==> src/rtl/shared_mem_arbiter.sv <==
// shared_mem_arbiter
//   Round-robin arbiter that shares one synchronous single-port data RAM
//   among NCORES cores. Each granted request runs a fixed
//   IDLE -> ISSUE -> READ -> ACK sequence. Read data comes back on a shared bus.
//
// Ports
//   clock      system clock, rising edge
//   rst        synchronous reset, active-high
//   req        per-core request, held until ack
//   we         per-core write enable (qualified by req)
//   addr       per-core address, core i at [i*AW +: AW]
//   wdata      per-core write data, core i at [i*DW +: DW]
//   gnt        one-hot grant (registered)
//   ack        one-cycle completion pulse (registered)
//   rdata      shared read data, valid while ack is high
//   busy       high whenever the sequencer is not IDLE
//   mem_addr   RAM address (registered)
//   mem_wdata  RAM write data (registered)
//   mem_we     RAM write strobe, only in ISSUE (registered)
//   mem_rdata  RAM read data, valid the cycle after the address
module shared_mem_arbiter #(
    parameter int NCORES = 4,
    parameter int AW     = 16,
    parameter int DW     = 16,
    parameter int IW     = 2
) (
    input  logic                 clock,
    input  logic                 rst,
    input  logic [NCORES-1:0]    req,
    input  logic [NCORES-1:0]    we,
    input  logic [NCORES*AW-1:0] addr,
    input  logic [NCORES*DW-1:0] wdata,
    output logic [NCORES-1:0]    gnt,
    output logic [NCORES-1:0]    ack,
    output logic [DW-1:0]        rdata,
    output logic                 busy,
    output logic [AW-1:0]        mem_addr,
    output logic [DW-1:0]        mem_wdata,
    output logic                 mem_we,
    input  logic [DW-1:0]        mem_rdata
);

    typedef enum logic [1:0] {
        S_IDLE,
        S_ISSUE,
        S_READ,
        S_ACK
    } state_t;

    state_t              state_q, state_d;
    logic [IW-1:0]       ptr_q, ptr_d;
    logic [IW-1:0]       idx_q, idx_d;
    logic                wr_q, wr_d;      // winner's write flag, needed after mem_we drops
    logic [NCORES-1:0]   gnt_q, gnt_d;
    logic [NCORES-1:0]   ack_q, ack_d;
    logic [DW-1:0]       rdata_q, rdata_d;
    logic [AW-1:0]       maddr_q, maddr_d;
    logic [DW-1:0]       mwdata_q, mwdata_d;
    logic                mwe_q, mwe_d;

    // Round-robin search starting at ptr_q, wrapping modulo NCORES
    logic                found;
    logic [IW-1:0]       win;
    logic [IW-1:0]       cand;

    always_comb begin
        found = 1'b0;
        win   = '0;
        cand  = '0;
        for (int unsigned k = 0; k < NCORES; k++) begin
            cand = IW'((32'(ptr_q) + k) % NCORES);
            if (!found && req[cand]) begin
                found = 1'b1;
                win   = cand;
            end
        end
    end

    always_comb begin
        state_d  = state_q;
        ptr_d    = ptr_q;
        idx_d    = idx_q;
        wr_d     = wr_q;
        gnt_d    = gnt_q;
        ack_d    = '0;
        rdata_d  = rdata_q;
        maddr_d  = maddr_q;
        mwdata_d = mwdata_q;
        mwe_d    = 1'b0;
        unique case (state_q)
            S_IDLE: begin
                gnt_d = '0;
                if (found) begin
                    state_d  = S_ISSUE;
                    idx_d    = win;
                    wr_d     = we[win];
                    gnt_d    = NCORES'(1) << win;
                    maddr_d  = addr[win*AW +: AW];
                    mwdata_d = wdata[win*DW +: DW];
                    mwe_d    = we[win];
                end
            end
            S_ISSUE: begin
                state_d = S_READ;
            end
            S_READ: begin
                state_d = S_ACK;
                if (!wr_q) begin
                    rdata_d = mem_rdata;
                end
                ack_d = NCORES'(1) << idx_q;
            end
            S_ACK: begin
                state_d = S_IDLE;
                ptr_d   = IW'((32'(idx_q) + 1) % NCORES);
                gnt_d   = '0;
            end
            default: begin
                state_d = S_IDLE;
                gnt_d   = '0;
            end
        endcase
    end

    always_ff @(posedge clock) begin
        if (rst) begin
            state_q  <= S_IDLE;
            ptr_q    <= '0;
            idx_q    <= '0;
            wr_q     <= 1'b0;
            gnt_q    <= '0;
            ack_q    <= '0;
            rdata_q  <= '0;
            maddr_q  <= '0;
            mwdata_q <= '0;
            mwe_q    <= 1'b0;
        end else begin
            state_q  <= state_d;
            ptr_q    <= ptr_d;
            idx_q    <= idx_d;
            wr_q     <= wr_d;
            gnt_q    <= gnt_d;
            ack_q    <= ack_d;
            rdata_q  <= rdata_d;
            maddr_q  <= maddr_d;
            mwdata_q <= mwdata_d;
            mwe_q    <= mwe_d;
        end
    end

    assign gnt       = gnt_q;
    assign ack       = ack_q;
    assign rdata     = rdata_q;
    assign busy      = (state_q != S_IDLE);
    assign mem_addr  = maddr_q;
    assign mem_wdata = mwdata_q;
    assign mem_we    = mwe_q;

endmodule
==> config.mk <==
export PLATFORM = sky130hd
export DESIGN_NAME = shared_mem_arbiter
export DESIGN_NICKNAME = d
export VERILOG_FILES = /design/src/rtl/shared_mem_arbiter.sv
export SDC_FILE = /design/constraint.sdc
export NUM_CORES = 1
export LEC_CHECK = 0
export ABC_AREA = 1
export BUFFER_PORTS_ARGS = -buffer_cell sky130_fd_sc_hd__buf_2
export CAP_MARGIN = 5
export CORE_MARGIN = 1.5
export CORE_UTILIZATION = 46
export DETAILED_ROUTE_END_ITERATION = 12
export PLACE_DENSITY = 0.92
export REMOVE_ABC_BUFFERS = 1
export SLEW_MARGIN = 10
export SYNTH_ARGS = -nofsm -noshare
export SYNTH_HDL_FRONTEND = slang
export SYNTH_SLANG_ARGS = --single-unit
==> constraint.sdc <==
create_clock -name clock -period 2.7 [get_ports clock]
set_clock_uncertainty 0.1 [all_clocks]
set_input_delay 0.54 -clock clock [delete_from_list [all_inputs] [get_ports clock]]
set_output_delay 0.54 -clock clock [all_outputs]
set_load 0.01 [all_outputs]
==> metrics.csv <==
metric,value,unit
insertion_delay_of_the_later_clocked_pin_in_the_worst_skew_pair,330,ps
floorplan_die_width,95.95,um
crit_arrival,2470,ps
clkTransAtPathRegs,80,ps
leading_cell_type_in_the_layout_fill_and_taps_excluded,nand2_1,
critical_path_class,reg2reg,
setup.worst_path.end_class,flip-flop,
worstHoldPathCells,3,
worst_r2r_dst,mem_wdata[6],
run_status,"complete, no violations",
drv_cap,0,
number_of_remaining_drc_errors,0,
period_share,84.59,%
layout-area-overhead-vs-synth,32.43,%
initial_antenna_violation_count,1,
synth_warnings,0,
post_dp_cell_area,0.005077,mm^2
overflow,0,
area_fraction_in_compound_gates_after_synthesis,4.471,%
fillCellCount,801,
share_of_final_layout_standard_cells_stronger_than_drive_strength_1,28.14,%
number_of_nets_in_the_layout,1045,
detail_route.wirelength,11880,um
grt_max_degree,48,
wl_per_cell,11.90,um
start_util,47.88,%
worst_hold_path_type,in2reg,
final_cell_mix,"nand2_1, buf_2, nand3_1",
routabilityCongestion,0.9320,
grt_setup_unrepaired,false,
setup_violations,0,
fmax,437.8,MHz
worst_pin_slew,611.5,ps
min_to,rdata[6],
fin_setup_tns,0,ps
total_iterations_of_the_first_detailed_routing_run,7,
clock_path_buffers,2,
clock-root-buffer,clkbuf_8,
ys_types,22,
cts_htree_levels,3,
p_leak,3.238,nW
stdcell_area,0.005263,mm^2
regToRegStartpoint,ptr_q[0],
final_antenna_net_count,0,
report.final.hold_viol_count,0,
timing.hold.worst.start,mem_rdata[6],
wire_length_of_the_first_global_routing_pass,18750,um
die_height,95.95,um
floorplan.io_pins,212,
synth_largest_area_cell,dfxtp_1,
post_synth_instance_area,0.003974,mm^2
post-cts-setup-buffer-count,0,
finalNonFillerCells,998,
postSynthRegisterBits,64,
synthDominantCellAreaShare,32.24,%
syn-mean-instance-area,5.718,um^2
period_needed,2284,ps
route.detailed.vias_per_inst,4.932,
fraction_of_the_yosys_area_taken_by_sequential_cells,32.24,%
synth_top_family_by_area,simple AND/OR/NAND/NOR gates,
cts_tree,done,
drt_first_iter_violations,222,
hold_buf_cts,0,
rr_worst_depth,15,
core.rowCount,33,
hold-worst-slack,321.3,ps
synth.area.mux_share,0,%
slew-limit-headroom,59.19,%
placedCellCount,981,
worst_ep_required_time,2880,ps
synth_fa_ha_area_share,1.259,%
cts_resized,0,
fp.coreArea,0.008299,mm^2
power_density,1156,mW/mm^2
cts_buffers,9,
gr-usage-all-layers,25.81,%
dieArea,0.009205,mm^2
parity_gate_share_of_the_synthesized_area_counting_xor_and_xnor_cells,0.2204,%
clock_sinks,64,
synth_simple_gate_area_share,51.04,%
placement.io_buffers,211,
r2r_setup_slack,420,ps
first_global_vias,4368,
worstSetupStartpointType,flip-flop,
slew_viol_final,0,
synthCells,695,
dp.final_hpwl,8550,um
peakVddDrop,0.0006299,V
critical_path_peak_fanout,40,
synth_top_cells_by_area,"dfxtp_1, nand2_1, nand3_1",
total_number_of_vias,4922,
## critical path: stages, from the launching register on
cell,delay (ps)
dfxtp_1,470
inv_2,130
nand2_1,80
nand2_1,110
nand2_1,90
nand2_1,90
nor2_4,150
nand3_2,80
nand2_2,90
buf_4,360
nand3_1,140
nand2_1,100
nand2_1,50
nand3_1,80
nand2_1,50
inv_1,40
## worst max-delay path by stage
stage                        start            to  slack [ps]
final                     ptr_q[0]  mem_wdata[6]         420
after global routing      ptr_q[0]   mem_addr[1]         160
after CTS                 ptr_q[0]   mem_addr[1]         440
after detailed placement    req[3]   mem_addr[1]         400
after global placement      req[3]   mem_addr[1]         450
after floorplan           ptr_q[0]   mem_addr[0]        -880
## metal layers
layer	vias up	GRT usage, %	wire, um
met5	-	0	0
met4	0	12.25	354
met3	33	4.739	855
met2	206	45.60	5874
met1	2139	29.86	4794
li1	2544	-	-
## layout make-up
class	count	area, um^2	share of cell area [%]
Tap cell	105	131.4	2.496
Sequential cell	64	1281	24.35
Clock buffer	10	137.6	2.615
Clock inverter	6	45.04	0.8559
Inverter	55	206.4	3.923
Multi-Input combinational cell	533	2267	43.08
Antenna cell	1	2.502	0.04755
Timing Repair Buffer	224	1191	22.63
## where the power goes
part	leakage [nW]	internal (W)	switching, W
Combinational	2.63	0.00139	0.00248
Clock	0.0845	0.000359	0.000392
Sequential	0.528	0.00129	0.000180
Total	3.24	0.00303	0.00305
## state kept, by name, indices dropped and copies added (netlist names)
signal	count
mem_wdata	16
ptr_q	2
gnt	4
mem_we	1
state_q	2
rdata	16
idx_q	2
wr_q	1
ack	4
mem_addr	16
## synthesized netlist by cell type, drive strengths merged
master / instances
nand4: 4
buf: 29
clkbuf: 14
xor2: 1
dfxtp: 64
nor3: 4
a21oi: 11
ha: 4
inv: 55
nand2: 273
o21ai: 23
a21boi: 1
nand3: 110
nor2: 102
## per-stage QoR
stage	worst slack, ps	total power, W	utilization, %
3_3_place_gp	447.8	0.005268	61.18
4_1_cts	437.7	0.006104	63.38
2_1_floorplan	-882.8	0.004028	-
3_5_place_dp	399.0	0.005323	61.18
6_report	416.0	0.006085	63.41
5_1_grt	155.8	0.006737	63.41
## logic make-up after synthesis
family / after synthesis
buf+inv: 98
simple gates: 493
compound gates: 35
fa+ha+maj: 4
flops: 64
xor+xnor: 1
(Power assumes the default switching activity.)
